===== config.mk =====
export PLATFORM = sky130hd
export DESIGN_NAME = axi_lite_mst_flat
export DESIGN_NICKNAME = d
export VERILOG_FILES = /design/src/rtl/axi_lite_pkg.sv /design/src/rtl/axi_lite_mst_if.sv /design/src/rtl/axi_lite_mst_wr_track.sv /design/src/rtl/axi_lite_mst.sv /design/src/flat_wrapper.sv
export SDC_FILE = /design/constraint.sdc
export NUM_CORES = 1
export LEC_CHECK = 0
export BUFFER_PORTS_ARGS = -buffer_cell sky130_fd_sc_hd__clkbuf_2
export CELL_PAD_IN_SITES_DETAIL_PLACEMENT = 1
export CELL_PAD_IN_SITES_GLOBAL_PLACEMENT = 1
export CORE_MARGIN = 8
export CORE_UTILIZATION = 35
export CTS_CLUSTER_DIAMETER = 120
export DETAILED_ROUTE_END_ITERATION = 8
export PLACE_DENSITY_LB_ADDON = 0.2
export SLEW_MARGIN = 20
export SYNTH_ARGS = -nofsm -noshare
export SYNTH_HDL_FRONTEND = slang
export SYNTH_SLANG_ARGS = --single-unit

===== constraint.sdc =====
create_clock -name clk -period 6.73 [get_ports clk]
set_input_delay 1.346 -clock clk [delete_from_list [all_inputs] [get_ports clk]]
set_output_delay 1.346 -clock clk [all_outputs]
set_load 0.02 [all_outputs]

===== src/rtl/axi_lite_pkg.sv =====
// rtl/axi_lite_pkg.sv - AXI-lite initiator shared types, widths and response codes
package axi_lite_pkg;

    localparam int AXI_AW = 32;
    localparam int AXI_DW = 32;
    localparam int AXI_SW = AXI_DW / 8;
    localparam int AXI_RW = 2;

    localparam logic [AXI_RW-1:0] RESP_OKAY   = 2'b00;
    localparam logic [AXI_RW-1:0] RESP_EXOKAY = 2'b01;
    localparam logic [AXI_RW-1:0] RESP_SLVERR = 2'b10;
    localparam logic [AXI_RW-1:0] RESP_DECERR = 2'b11;

    typedef enum logic [2:0] {
        ST_IDLE,
        ST_RD_ADDR,
        ST_RD_DATA,
        ST_WR,
        ST_WR_RESP,
        ST_RSP
    } mst_state_e;

    function automatic logic resp_is_err(input logic [AXI_RW-1:0] resp);
        return (resp == RESP_SLVERR) || (resp == RESP_DECERR);
    endfunction

endpackage


===== src/rtl/axi_lite_mst_if.sv =====
// rtl/axi_lite_mst_if.sv - AXI-lite AR/R/AW/W/B channel bundle with master/slave views
interface axi_lite_mst_if;
    import axi_lite_pkg::*;

    logic [AXI_AW-1:0] araddr;
    logic              arvalid;
    logic              arready;
    logic [AXI_DW-1:0] rdata;
    logic [AXI_RW-1:0] rresp;
    logic              rvalid;
    logic              rready;
    logic [AXI_AW-1:0] awaddr;
    logic              awvalid;
    logic              awready;
    logic [AXI_DW-1:0] wdata;
    logic [AXI_SW-1:0] wstrb;
    logic              wvalid;
    logic              wready;
    logic [AXI_RW-1:0] bresp;
    logic              bvalid;
    logic              bready;

    modport master (
        output araddr, arvalid, input arready,
        input rdata, rresp, rvalid, output rready,
        output awaddr, awvalid, input awready,
        output wdata, wstrb, wvalid, input wready,
        input bresp, bvalid, output bready
    );

    modport slave (
        input araddr, arvalid, output arready,
        output rdata, rresp, rvalid, input rready,
        input awaddr, awvalid, output awready,
        input wdata, wstrb, wvalid, output wready,
        output bresp, bvalid, input bready
    );

endinterface


===== src/rtl/axi_lite_mst_wr_track.sv =====
// rtl/axi_lite_mst_wr_track.sv - independent AW/W valid and completion tracking for one write
module axi_lite_mst_wr_track (
    input  logic clk,
    input  logic rst,
    input  logic i_start,
    input  logic i_abort,
    input  logic i_awready,
    input  logic i_wready,
    output logic o_awvalid,
    output logic o_wvalid,
    output logic o_both_done
);

    logic r_awvalid;
    logic r_wvalid;
    logic r_aw_done;
    logic r_w_done;
    logic w_aw_hs;
    logic w_w_hs;

    assign w_aw_hs = r_awvalid && i_awready;
    assign w_w_hs  = r_wvalid && i_wready;

    // Include this cycle's handshakes so a same-cycle AW+W finish costs no extra cycle.
    assign o_both_done = (r_aw_done || w_aw_hs) && (r_w_done || w_w_hs);
    assign o_awvalid   = r_awvalid;
    assign o_wvalid    = r_wvalid;

    always_ff @(posedge clk or posedge rst) begin
        if (rst) begin
            r_awvalid <= 1'b0;
            r_wvalid  <= 1'b0;
            r_aw_done <= 1'b0;
            r_w_done  <= 1'b0;
        end else if (i_start) begin
            r_awvalid <= 1'b1;
            r_wvalid  <= 1'b1;
            r_aw_done <= 1'b0;
            r_w_done  <= 1'b0;
        end else if (i_abort) begin
            r_awvalid <= 1'b0;
            r_wvalid  <= 1'b0;
        end else begin
            if (w_aw_hs) begin
                r_awvalid <= 1'b0;
                r_aw_done <= 1'b1;
            end
            if (w_w_hs) begin
                r_wvalid <= 1'b0;
                r_w_done <= 1'b1;
            end
        end
    end

endmodule


===== src/rtl/axi_lite_mst.sv =====
// rtl/axi_lite_mst.sv - single-outstanding AXI-lite initiator for core load/store requests
// Optional abort of stuck transactions when AXI_MST_TIMEOUT_EN is defined.
module axi_lite_mst
    import axi_lite_pkg::*;
#(
    parameter int TIMEOUT_CYC = 255
) (
    input  logic              clk,
    input  logic              rst,
    input  logic              i_req_valid,
    output logic              o_req_ready,
    input  logic              i_req_wen,
    input  logic [AXI_AW-1:0] i_req_addr,
    input  logic [AXI_DW-1:0] i_req_wdata,
    input  logic [AXI_SW-1:0] i_req_wstrb,
    output logic              o_rsp_valid,
    input  logic              i_rsp_ready,
    output logic [AXI_DW-1:0] o_rsp_rdata,
    output logic              o_rsp_err,
    axi_lite_mst_if.master    m_axi
);

    mst_state_e        r_state,     w_state_nxt;
    logic [AXI_AW-1:0] r_araddr,    w_araddr_nxt;
    logic              r_arvalid,   w_arvalid_nxt;
    logic              r_rready,    w_rready_nxt;
    logic [AXI_AW-1:0] r_awaddr,    w_awaddr_nxt;
    logic [AXI_DW-1:0] r_wdata,     w_wdata_nxt;
    logic [AXI_SW-1:0] r_wstrb,     w_wstrb_nxt;
    logic              r_bready,    w_bready_nxt;
    logic              r_rsp_valid, w_rsp_valid_nxt;
    logic [AXI_DW-1:0] r_rsp_rdata, w_rsp_rdata_nxt;
    logic              r_rsp_err,   w_rsp_err_nxt;

    logic w_accept;
    logic w_busy;
    logic w_wr_start;
    logic w_abort;
    logic w_both_done;
    logic w_awvalid;
    logic w_wvalid;
    logic w_timeout;

    assign o_req_ready = !rst && (r_state == ST_IDLE);
    assign w_accept    = i_req_valid && o_req_ready;
    assign w_busy      = (r_state == ST_RD_ADDR) || (r_state == ST_RD_DATA) ||
                         (r_state == ST_WR)      || (r_state == ST_WR_RESP);

`ifdef AXI_MST_TIMEOUT_EN
    localparam int CNT_W = $clog2(TIMEOUT_CYC + 1);
    logic [CNT_W-1:0] r_cnt;

    always_ff @(posedge clk or posedge rst) begin
        if (rst) begin
            r_cnt <= '0;
        end else if (w_busy) begin
            r_cnt <= r_cnt + 1'b1;
        end else begin
            r_cnt <= '0;
        end
    end

    // Fires on the edge where the count would reach TIMEOUT_CYC busy cycles.
    assign w_timeout = w_busy && (r_cnt == CNT_W'(TIMEOUT_CYC - 1));
`else
    assign w_timeout = 1'b0;
`endif

    always_ff @(posedge clk or posedge rst) begin
        if (rst) begin
            r_state     <= ST_IDLE;
            r_araddr    <= '0;
            r_arvalid   <= 1'b0;
            r_rready    <= 1'b0;
            r_awaddr    <= '0;
            r_wdata     <= '0;
            r_wstrb     <= '0;
            r_bready    <= 1'b0;
            r_rsp_valid <= 1'b0;
            r_rsp_rdata <= '0;
            r_rsp_err   <= 1'b0;
        end else begin
            r_state     <= w_state_nxt;
            r_araddr    <= w_araddr_nxt;
            r_arvalid   <= w_arvalid_nxt;
            r_rready    <= w_rready_nxt;
            r_awaddr    <= w_awaddr_nxt;
            r_wdata     <= w_wdata_nxt;
            r_wstrb     <= w_wstrb_nxt;
            r_bready    <= w_bready_nxt;
            r_rsp_valid <= w_rsp_valid_nxt;
            r_rsp_rdata <= w_rsp_rdata_nxt;
            r_rsp_err   <= w_rsp_err_nxt;
        end
    end

    always_comb begin
        w_state_nxt     = r_state;
        w_araddr_nxt    = r_araddr;
        w_arvalid_nxt   = r_arvalid;
        w_rready_nxt    = r_rready;
        w_awaddr_nxt    = r_awaddr;
        w_wdata_nxt     = r_wdata;
        w_wstrb_nxt     = r_wstrb;
        w_bready_nxt    = r_bready;
        w_rsp_valid_nxt = r_rsp_valid;
        w_rsp_rdata_nxt = r_rsp_rdata;
        w_rsp_err_nxt   = r_rsp_err;
        w_wr_start      = 1'b0;
        w_abort         = 1'b0;

        case (r_state)
            ST_IDLE: begin
                if (w_accept) begin
                    if (i_req_wen) begin
                        w_awaddr_nxt = i_req_addr;
                        w_wdata_nxt  = i_req_wdata;
                        w_wstrb_nxt  = i_req_wstrb;
                        w_wr_start   = 1'b1;
                        w_state_nxt  = ST_WR;
                    end else begin
                        w_araddr_nxt  = i_req_addr;
                        w_arvalid_nxt = 1'b1;
                        w_state_nxt   = ST_RD_ADDR;
                    end
                end
            end
            ST_RD_ADDR: begin
                if (r_arvalid && m_axi.arready) begin
                    w_arvalid_nxt = 1'b0;
                    w_rready_nxt  = 1'b1;
                    w_state_nxt   = ST_RD_DATA;
                end
            end
            ST_RD_DATA: begin
                if (m_axi.rvalid && r_rready) begin
                    w_rsp_rdata_nxt = m_axi.rdata;
                    w_rsp_err_nxt   = resp_is_err(m_axi.rresp);
                    w_rsp_valid_nxt = 1'b1;
                    w_rready_nxt    = 1'b0;
                    w_state_nxt     = ST_RSP;
                end
            end
            ST_WR: begin
                if (w_both_done) begin
                    w_bready_nxt = 1'b1;
                    w_state_nxt  = ST_WR_RESP;
                end
            end
            ST_WR_RESP: begin
                if (m_axi.bvalid && r_bready) begin
                    w_rsp_rdata_nxt = '0;
                    w_rsp_err_nxt   = resp_is_err(m_axi.bresp);
                    w_rsp_valid_nxt = 1'b1;
                    w_bready_nxt    = 1'b0;
                    w_state_nxt     = ST_RSP;
                end
            end
            ST_RSP: begin
                if (i_rsp_ready) begin
                    w_rsp_valid_nxt = 1'b0;
                    w_state_nxt     = ST_IDLE;
                end
            end
            default: w_state_nxt = ST_IDLE;
        endcase

        if (w_timeout) begin
            w_arvalid_nxt   = 1'b0;
            w_rready_nxt    = 1'b0;
            w_bready_nxt    = 1'b0;
            w_abort         = 1'b1;
            w_rsp_rdata_nxt = '0;
            w_rsp_err_nxt   = 1'b1;
            w_rsp_valid_nxt = 1'b1;
            w_state_nxt     = ST_RSP;
        end
    end

    axi_lite_mst_wr_track u_wr_track (
        .clk         (clk),
        .rst         (rst),
        .i_start     (w_wr_start),
        .i_abort     (w_abort),
        .i_awready   (m_axi.awready),
        .i_wready    (m_axi.wready),
        .o_awvalid   (w_awvalid),
        .o_wvalid    (w_wvalid),
        .o_both_done (w_both_done)
    );

    assign m_axi.araddr  = r_araddr;
    assign m_axi.arvalid = r_arvalid;
    assign m_axi.rready  = r_rready;
    assign m_axi.awaddr  = r_awaddr;
    assign m_axi.awvalid = w_awvalid;
    assign m_axi.wdata   = r_wdata;
    assign m_axi.wstrb   = r_wstrb;
    assign m_axi.wvalid  = w_wvalid;
    assign m_axi.bready  = r_bready;

    assign o_rsp_valid = r_rsp_valid;
    assign o_rsp_rdata = r_rsp_rdata;
    assign o_rsp_err   = r_rsp_err;

endmodule

===== src/flat_wrapper.sv =====
// flat-port wrapper written by rule: the top's interface ports become plain ports
module axi_lite_mst_flat import axi_lite_pkg::*;
#(
    parameter int TIMEOUT_CYC = 255
)
  (clk, rst, i_req_valid, o_req_ready, i_req_wen, i_req_addr, i_req_wdata, i_req_wstrb, o_rsp_valid, i_rsp_ready, o_rsp_rdata, o_rsp_err, m_axi_araddr, m_axi_arvalid, m_axi_arready, m_axi_rdata, m_axi_rresp, m_axi_rvalid, m_axi_rready, m_axi_awaddr, m_axi_awvalid, m_axi_awready, m_axi_wdata, m_axi_wstrb, m_axi_wvalid, m_axi_wready, m_axi_bresp, m_axi_bvalid, m_axi_bready);
  axi_lite_mst_if m_axi_i ();
  input  logic clk;
  input  logic rst;
  input  logic i_req_valid;
  output logic o_req_ready;
  input  logic i_req_wen;
  input  logic [AXI_AW-1:0] i_req_addr;
  input  logic [AXI_DW-1:0] i_req_wdata;
  input  logic [AXI_SW-1:0] i_req_wstrb;
  output logic o_rsp_valid;
  input  logic i_rsp_ready;
  output logic [AXI_DW-1:0] o_rsp_rdata;
  output logic o_rsp_err;
  output wire logic [$bits(m_axi_i.araddr)-1:0] m_axi_araddr;
  output wire logic [$bits(m_axi_i.arvalid)-1:0] m_axi_arvalid;
  input wire logic [$bits(m_axi_i.arready)-1:0] m_axi_arready;
  input wire logic [$bits(m_axi_i.rdata)-1:0] m_axi_rdata;
  input wire logic [$bits(m_axi_i.rresp)-1:0] m_axi_rresp;
  input wire logic [$bits(m_axi_i.rvalid)-1:0] m_axi_rvalid;
  output wire logic [$bits(m_axi_i.rready)-1:0] m_axi_rready;
  output wire logic [$bits(m_axi_i.awaddr)-1:0] m_axi_awaddr;
  output wire logic [$bits(m_axi_i.awvalid)-1:0] m_axi_awvalid;
  input wire logic [$bits(m_axi_i.awready)-1:0] m_axi_awready;
  output wire logic [$bits(m_axi_i.wdata)-1:0] m_axi_wdata;
  output wire logic [$bits(m_axi_i.wstrb)-1:0] m_axi_wstrb;
  output wire logic [$bits(m_axi_i.wvalid)-1:0] m_axi_wvalid;
  input wire logic [$bits(m_axi_i.wready)-1:0] m_axi_wready;
  input wire logic [$bits(m_axi_i.bresp)-1:0] m_axi_bresp;
  input wire logic [$bits(m_axi_i.bvalid)-1:0] m_axi_bvalid;
  output wire logic [$bits(m_axi_i.bready)-1:0] m_axi_bready;
  assign m_axi_araddr = m_axi_i.araddr;
  assign m_axi_arvalid = m_axi_i.arvalid;
  assign m_axi_i.arready = m_axi_arready;
  assign m_axi_i.rdata = m_axi_rdata;
  assign m_axi_i.rresp = m_axi_rresp;
  assign m_axi_i.rvalid = m_axi_rvalid;
  assign m_axi_rready = m_axi_i.rready;
  assign m_axi_awaddr = m_axi_i.awaddr;
  assign m_axi_awvalid = m_axi_i.awvalid;
  assign m_axi_i.awready = m_axi_awready;
  assign m_axi_wdata = m_axi_i.wdata;
  assign m_axi_wstrb = m_axi_i.wstrb;
  assign m_axi_wvalid = m_axi_i.wvalid;
  assign m_axi_i.wready = m_axi_wready;
  assign m_axi_i.bresp = m_axi_bresp;
  assign m_axi_i.bvalid = m_axi_bvalid;
  assign m_axi_bready = m_axi_i.bready;
  axi_lite_mst #(.TIMEOUT_CYC(TIMEOUT_CYC)) u_core (.clk(clk), .rst(rst), .i_req_valid(i_req_valid), .o_req_ready(o_req_ready), .i_req_wen(i_req_wen), .i_req_addr(i_req_addr), .i_req_wdata(i_req_wdata), .i_req_wstrb(i_req_wstrb), .o_rsp_valid(o_rsp_valid), .i_rsp_ready(i_rsp_ready), .o_rsp_rdata(o_rsp_rdata), .o_rsp_err(o_rsp_err), .m_axi(m_axi_i));
endmodule

# Yosys cells after proc, flatten, opt, wreduce, memory -nomap -nowiden
# Index checks and enable logic that the tools add are counted.
[classes] eq_ne=16 bitwise_logic=1 n_reduce_logical=29 mux=39
[ops] operator="$mux 32" count=2
[ops] operator="$pmux 32 s2" count=1
[ops] operator="$mux 1" count=23
[ops] operator="$mux 3" count=6
[ops] operator="$pmux 3 s6" count=1
[ops] operator="$reduce_and 3->1" count=5
[ops] operator="$ne 2x2->1 const B" count=6
[ops] operator="$reduce_bool 2->1" count=6
[ops] operator="$eq 2x2->1 const B" count=4
[ops] operator="$logic_and 1x1->1" count=8
[ops] operator="$pmux 1 s2" count=4
[ops] operator="$reduce_and 4->1" count=2
[ops] operator="$eq 3x2->1 const B" count=2
[ops] operator="$eq 3x3->1 const B" count=2
[ops] operator="$reduce_and 6->1" count=1
[ops] operator="$logic_or 1x1->1" count=4
[ops] operator="$eq 3x1->1 const B" count=1
[ops] operator="$logic_not 3->1" count=1
[ops] operator="$pmux 1 s3" count=1
[ops] operator="$reduce_bool 3->1" count=1
[ops] operator="$mux 2" count=1
[ops] operator="$ne 2x1->1 const B" count=1
[ops] operator="$logic_not 1->1" count=1
[ops] operator="$not 1->1" count=1
[word_totals] in_bits=114 wordCells=100 regBits=144

# Depth between registers and ports, before layout
# Gate-level depths: netlist of run 1.
[depth] depth_word=6 depth_mapped=7 ltp_nobuf=5

# Cells and area by module
# Synthesis of run 1 repeated with hierarchy kept, for this count alone.
[hier_totals] hier_cells=429 hier_area_um2=5645.4
[by_module_without_submodules] module="axi_lite_mst" area_each_um2=5467.7 instances=1 cells_per_inst=411 seq_area_each_um2=3503.4
[by_module_without_submodules] module="axi_lite_mst_wr_track" area_each_um2=177.7 instances=1 cells_per_inst=18 seq_area_each_um2=100.1

# Worst setup path before layout of run 1
# Ideal clock, no wire load.
[synth_timing] kind="input to register" start="in rst" end="reg u_core.r_state[0]" t_arrival_ns=5.209 path_slack_ns=1.394 t_required_ns=6.603 n_path_buf=0 path_stages=5 path_cell_list="inv_1 -> nand2_1 -> a21oi_1 -> o221a_2 -> mux2_1"
[synth_between] elab_chain_len=5
[synth_rtl] item="from (decl)" line_no="flat_wrapper.sv:9" rtl="input logic rst;"
[synth_rtl] item="$logic_not 1->1 (no line)"
[synth_rtl] item="$logic_and 1x1->1" line_no="axi_lite_mst.sv:44" rtl="assign o_req_ready = !rst && (r_state == ST_IDLE);"
[synth_rtl] item="$logic_and 1x1->1" line_no="axi_lite_mst.sv:45" rtl="assign w_accept = i_req_valid && o_req_ready;"
[synth_rtl] item="$ne 2x1->1 (no line)"
[synth_rtl] item="$reduce_and 6->1 (no line)"
[synth_rtl] item="to (signal assigned)" line_no="axi_lite_mst.sv:83" rtl="r_state <= w_state_nxt;"
[synth_rtl] item="to (decl)" line_no="axi_lite_mst.sv:23" rtl="mst_state_e r_state, w_state_nxt;"
# No other way between the ends.
# A chain may end at the register's enable or synchronous reset.

# Final worst setup path of run 1
[layout_timing] start="in rst" end="out o_req_ready"
[layout_between] elab_chain_len=2
[layout_rtl] item="$logic_not 1->1 (no line)"
[layout_rtl] item="$logic_and 1x1->1" line_no="axi_lite_mst.sv:44"
[layout_rtl] item="to (decl)" line_no="flat_wrapper.sv:11" rtl="output logic o_req_ready;"
# No other way between the ends.

==> flow_metrics.tcl, run 1 <==
set metrics [dict create \
    run_status "finished clean" \
    max_freq_mhz 294.2 \
    cts_resized 0 \
    syn_to_final_growth_pct 36.11 \
    power_mw 1.966 \
    setup_viol 0 \
    gp_congestion 0.7749 \
    final.setup.worst_slack_ps 3331 \
    core-area_um2 15830 \
    final_util_pct 48.48 \
    totalWireLength_mm 17.66 \
    route.detailed.drc 0 \
    slew_headroom_pct 48.64 \
    crit_top_cell "clkbuf_2" \
    cp_top_family "buffers and inverters" \
    die_x_um 142.9 \
    cp_num_buf_inv 2 \
    routedWlPerCell_um 18.09 \
    drive_gt1_share_pct 43.16 \
    ctsRootBufferMaster "clkbuf_16" \
    worstReg2RegEnd "u_core.m_axi.awaddr[17]" \
    final_max_slew_viol_count 0 \
    stdcell_area_um2 7674 \
    diodes 0 \
    final.min_clock_period_ps 3399 \
    fin_crit_sh_pct 50.50 \
    p_leak_nw 4.476 \
    grt_pass1_vias 5292 \
    r2r_slack_ps 4470 \
    hold_viol_final 0 \
    path_cells "clkbuf_2 > nor4_4 > clkbuf_2" \
    yosysSeqAreaShare_pct 63.91 \
    syn_area_per_cell_um2 11.32 \
    min_to "u_core.m_axi.wdata[21]" \
    synth_area_um2 5638 \
    slowest_stage "nor4_4" \
    cts_hold_buffers 0 \
    p_per_area_nw_per_um2 256.2 \
    clock_latency_ps 410 \
    cts_tree "built" \
    required_ps 5380 \
    ios 254 \
    hp-start "u_core.m_axi.wdata[21]" \
    cts_num_sinks 144 \
    critPathMaxFanout 4 \
    ys_ff_latch 144 \
    start_util_pct 35.62 \
    grt_pass1_wl_mm 28.57 \
    setup_tns_ps 0 \
    viasPerCell 4.712 \
    h-tree-depth 4 \
    fin_nets 861 \
    post_cts_buffers 0 \
    clock_path_buffers 2 \
    hpwl_mm 13.02 \
    cp.arrival_ps 2050 \
    vdd_ir_drop_max_mv 0.1724 \
    drt_iter0_drc 193 \
    whs_path_depth 2 \
    placed_area_um2 7067 \
    grtUsageTotal_pct 18.02 \
    r2r_start "u_core.r_state[0]" \
    die_area_um2 20430 \
    final_common_cell "clkbuf_2" \
    dp_slack_ps 3328 \
    end_kind "output port" \
    layout_common_cells "251 x clkbuf_2, 216 x nand2_1, 144 x dfrtp_1" \
    yosysUniqueCellTypes 30 \
    clk_pin_slew_ps 60 \
    row_count 46 \
    clock_skew_ps 9.459 \
    numPortBuffers 251 \
    n_fill_cell 1822 \
    yosys_warnings 0 \
    gr-total-overflow 0 \
    grt_antenna_before_repair 0 \
    use_met2_pct 31.07 \
    vias 4599 \
    drv_cap 0 \
    drtPass1Iterations 4 \
    max_stage_delay_ps 280 \
    hp-class "flip-flop to flip-flop" \
    syn_inst 498 \
    grt_max_degree 84 \
    rsz0062_at_grt "false" \
    use_met3_pct 6.678 \
    synth_nets 612 \
    cts_buffers 17 \
    ant_nets 0 \
    grt.busiest_layer "met2" \
    grt_use_met1_pct 19.65 \
    reg2reg_depth 5 \
    die_height_um 142.9 \
    tightest_slew_ps 770.3 \
    critPathKind "input port to output port" \
    setup.worst_path.start_class "input port" \
]
[metrics by stage]
step           hold slack (ps)  instances
5_1_grt                  492.6        976
3_5_place_dp             461.3        944
6_report                 471.3        976
2_1_floorplan            460.1        498
3_3_place_gp             458.2        944
4_1_cts                  476.5        976
[cells by family (layout without fill, tap and decap cells)]
kind of cell | count (synthesis) | count (layout) | share of synthesized area (%)
and+or+nand+nor | 235 | 235 | 16.80
DFF | 144 | 144 | 63.91
AOI/OAI and AO/OA | 53 | 53 | 7.346
muxes | 35 | 35 | 8.944
buffers and inverters | 31 | 293 | 2.996
[worst min-delay path, delay by kind of cell (launching register included)]
kind,cells,cell delay (ps)
flops,1,340
simple gates,2,100
[Yosys cell counts, drive strengths merged]
cell type | number | area (µm²)
nand2 | 216 | 810.8
a21oi | 8 | 40.04
nand3 | 1 | 5.000
nand2b | 1 | 6.260
inv | 4 | 15.01
nor2 | 9 | 33.78
nor3b | 2 | 20.02
a22o | 33 | 289.0
o221a | 1 | 11.26
and3 | 1 | 6.260
nor4 | 2 | 42.54
nor2b | 1 | 6.260
dfrtp | 144 | 3603
nor3 | 1 | 5.000
clkbuf | 7 | 26.28
mux2i | 2 | 20.02
mux2 | 33 | 484.2
a2bb2oi | 1 | 8.760
a32o | 1 | 10.01
buf | 20 | 127.6
a31oi | 3 | 25.02
nand3b | 1 | 11.26
o21ai | 6 | 30.02
[how the worst max path moves through the flow]
| stage | slack, ps | cells after the start | end | start |
|---|---|---|---|---|
| final | 3330 | 3 | o_req_ready | rst |
| after global routing | 3300 | 3 | o_req_ready | rst |
| after CTS | 3330 | 3 | o_req_ready | rst |
| after detailed placement | 3330 | 3 | o_req_ready | rst |
| after global placement | 3350 | 3 | o_req_ready | rst |
| after floorplan | 1390 | 5 | u_core.r_state[0] | rst |
[flip-flops by register name, indices dropped and copies added, names as in the netlist, 3 cells and up]
register,cells
u_core.m_axi.wstrb,4
u_core.m_axi.wdata,32
u_core.m_axi.araddr,32
u_core.m_axi.awaddr,32
u_core.o_rsp_rdata,32
u_core.r_state,3
[power breakdown]
part / switching, mW / internal (mW) / leakage [nW] / total (mW)
Combinational: 0.0683 / 0.0455 / 2.22 / 0.114
Sequential: 0.00921 / 0.883 / 1.98 / 0.892
Clock: 0.366 / 0.594 / 0.283 / 0.960
Total: 0.444 / 1.52 / 4.48 / 1.97
[layer usage]
layer  wire length, µm  vias to the layer above
met5                 0                        -
met4               412                        0
met3              1342                       27
met2              9207                      142
met1              6696                     2300
li1                  -                     2130
[cell type report]
class / instances / area (µm²) / share of cell area, %
inverter: 4 / 20.02 / 0.2609
clock inverter: 12 / 156.4 / 2.038
multi-input combinational: 323 / 1872 / 24.39
timing repair buffer: 257 / 1305 / 17.01
sequential: 144 / 3603 / 46.96
clock buffer: 20 / 446.7 / 5.821
tap: 216 / 270.3 / 3.522
No activity file was read; power rests on OpenSTA's default activity.
==> run 2, diff against run 1 <==
--- a/config.mk
+++ b/config.mk
@@ -5,11 +5,12 @@
 export SDC_FILE = /design/constraint.sdc
 export NUM_CORES = 1
 export LEC_CHECK = 0
+export ABC_AREA = 1
 export BUFFER_PORTS_ARGS = -buffer_cell sky130_fd_sc_hd__clkbuf_2
 export CELL_PAD_IN_SITES_DETAIL_PLACEMENT = 1
 export CELL_PAD_IN_SITES_GLOBAL_PLACEMENT = 1
 export CORE_MARGIN = 8
-export CORE_UTILIZATION = 35
+export CORE_UTILIZATION = 34
 export CTS_CLUSTER_DIAMETER = 120
 export DETAILED_ROUTE_END_ITERATION = 8
 export PLACE_DENSITY_LB_ADDON = 0.2
==> constraint.sdc (replaced) <==
create_clock -name clk -period 3.3 [get_ports clk]
set_input_delay 0.66 -clock clk [delete_from_list [all_inputs] [get_ports clk]]
set_output_delay 0.66 -clock clk [all_outputs]
set_load 0.02 [all_outputs]
==> flow_metrics.tcl, run 2 <==
set metrics [dict create \
    run_status "finished clean" \
    synth_area_leaders "dfrtp_1 62%, nand2_1 19%, buf_6 4.1%, o21ai_1 3.5%, o21ai_2 3.3%" \
    fin_crit_sh_pct 65.74 \
    slew_headroom_pct 33.16 \
    synth_edf_count 0 \
    syn_inst 618 \
    synth_area_um2 5789 \
    h-tree-depth 4 \
    gr-total-overflow 0 \
    clk_pin_slew_ps 60 \
    layout_common_cells "292 x nand2_1, 251 x clkbuf_2, 144 x dfrtp_1" \
    p_per_area_nw_per_um2 1073 \
    final_max_slew_viol_count 0 \
    final_cell_count_no_fill 1093 \
    n_fill_cell 2043 \
    drtPass1Iterations 4 \
    setup_tns_ps 0 \
    cts_hold_buffers 0 \
    cts_buffers 17 \
    route.detailed.drc 0 \
    yosys_warnings 0 \
    synth_nets 732 \
    critPathMaxFanout 38 \
    internal_power_mw 4.819 \
    drt_iter0_drc 181 \
    drive_gt1_share_pct 36.08 \
    diodes 0 \
    final.min_clock_period_ps 2169 \
    p_sw_mw 3.407 \
    rsz0062_at_grt "false" \
    vdd_ir_drop_max_mv 0.3922 \
    ctsRootBufferMaster "clkbuf_16" \
    die_x_um 146.5 \
    drv_cap 0 \
    die_area_um2 21460 \
    clkPwrFrac_pct 23.2 \
    synth-main-ff-cell "dfrtp_1" \
    totalWireLength_mm 17.56 \
    hold_viol_final 0 \
    cts_tree "built" \
    core-area_um2 16640 \
    die_height_um 146.5 \
    cts_resized 0 \
    routedWlPerCell_um 16.06 \
    max_freq_mhz 461.0 \
    grt_antenna_before_repair 0 \
    synth_largest_area_cell "dfrtp_1" \
    vias 4947 \
    seqPwrFrac_pct 37.2 \
    grt_max_degree 145 \
    numPortBuffers 251 \
    gp_congestion 0.7794 \
    cp.arrival_ps 2520 \
    yosysMostFrequentCell "nand2_1" \
    row_count 47 \
    ys_ff_latch 144 \
    grt_pass1_vias 5568 \
    tightest_slew_ps 1002 \
    final_common_cell "nand2_1" \
    critPathKind "flip-flop to flip-flop" \
    switching_share_pct 41.41 \
    yosysUniqueCellTypes 19 \
    end_kind "flip-flop" \
    start_util_pct 34.79 \
    synth.top_cells.by_count "293 x nand2_1, 144 x dfrtp_1, 45 x inv_1" \
    fin_nets 975 \
    clock_latency_ps 410 \
    grt_pass1_wl_mm 28.97 \
    setup_viol 0 \
    ant_nets 0 \
    clock_path_buffers 2 \
    pwr-share-comb_pct 39.6 \
    cts_num_sinks 144 \
    syn_area_per_cell_um2 9.368 \
    synth_top_area_share_pct 62.24 \
    syn_to_final_growth_pct 32.46 \
    async_flop_share_pct 100.0 \
    viasPerCell 4.526 \
    ios 254 \
    placedCellCount 1062 \
    p_leak_nw 4.448 \
    required_ps 3650 \
    grtUsageTotal_pct 16.73 \
    hp-class "input port to flip-flop" \
    yosysSeqAreaShare_pct 62.24 \
    setup.worst_path.start_class "flip-flop" \
    post_cts_buffers 0 \
    clock_skew_ps 4.639 \
    hpwl_mm 13.30 \
]
run 2: layout make-up:
| type | count | area [µm²] | area share, % |
|---|---|---|---|
| flip-flops and latches | 144 | 3603 | 46.99 |
| multi-input cells | 395 | 1720 | 22.43 |
| repair buffers | 255 | 1299 | 16.94 |
| clock buffers | 20 | 446.7 | 5.825 |
| well taps | 220 | 275.3 | 3.589 |
| inverters | 48 | 183.9 | 2.398 |
| clock inverters | 11 | 140.1 | 1.827 |
run 2: path summary, 6_finish.rpt:
check                                            start                      to  slack (ps)  cells after the start
worst max register to register       u_core.r_state[2]   u_core.m_axi.wstrb[3]        1130                      7
worst max-delay path                 u_core.r_state[2]   u_core.m_axi.wstrb[3]        1130                      7
worst min-delay path                    i_req_wdata[9]   u_core.m_axi.wdata[9]         440                      3
max in group asynchronous                          rst   u_core.o_rsp_rdata[6]        2160                      3
worst min register to register  u_core.o_rsp_rdata[10]  u_core.o_rsp_rdata[10]         470                      2
min in group asynchronous                          rst    u_core.m_axi.arvalid         540                      3
run 2: stage by stage:
step           cell area (µm²)  hold WS (ps)  util (%)  total power [mW]  setup WS (ps)
3_3_place_gp              7082         452.2     42.55             6.257           1087
6_report                  7669         435.2     46.08             8.226           1131
3_5_place_dp              7082         463.3     42.55             6.424          965.1
2_1_floorplan             5793         480.8         -             5.127         -205.8
5_1_grt                   7669         430.9     46.08             8.820          977.7
4_1_cts                   7669         413.6     46.08             8.384           1066
run 2: power groups by stage:
stage / combinational (mW) / sequential (mW) / clock (mW)
after floorplan: 1.14 / 3.99 / 0
after global placement: 3.22 / 3.04 / 0
after detailed placement: 3.33 / 3.09 / 0
after CTS: 3.34 / 3.08 / 1.97
after global routing: 3.60 / 3.18 / 2.05
final: 3.25 / 3.06 / 1.91
run 2: worst max-delay path, cell delays in order (launching register included):
cell and delay, ps:
dfrtp_1 510, nor2_4 180, nand2_2 100, nor3_4 200, nand2_4 250, inv_2 610, nand2_1 150, nand2_1 90
run 2: cell families after synthesis:
group	after synthesis	synth area share [%]
flip-flops	144	62.24
AND/OR/NAND/NOR	316	21.29
buffers and inverters	79	8.169
AO/OA/AOI/OAI	79	8.299
run 2: routing by layer:
metal  up-vias  GRT usage, %  wire length (µm)  part of all wire (%)
li1       2394             -                 -                     -
met1      2369         18.48              7072                    40
met2       164         28.29              8623                    49
met3        20         7.664              1610                   9.2
met4         0         5.049               248                   1.4
met5         -             0                 0                     0
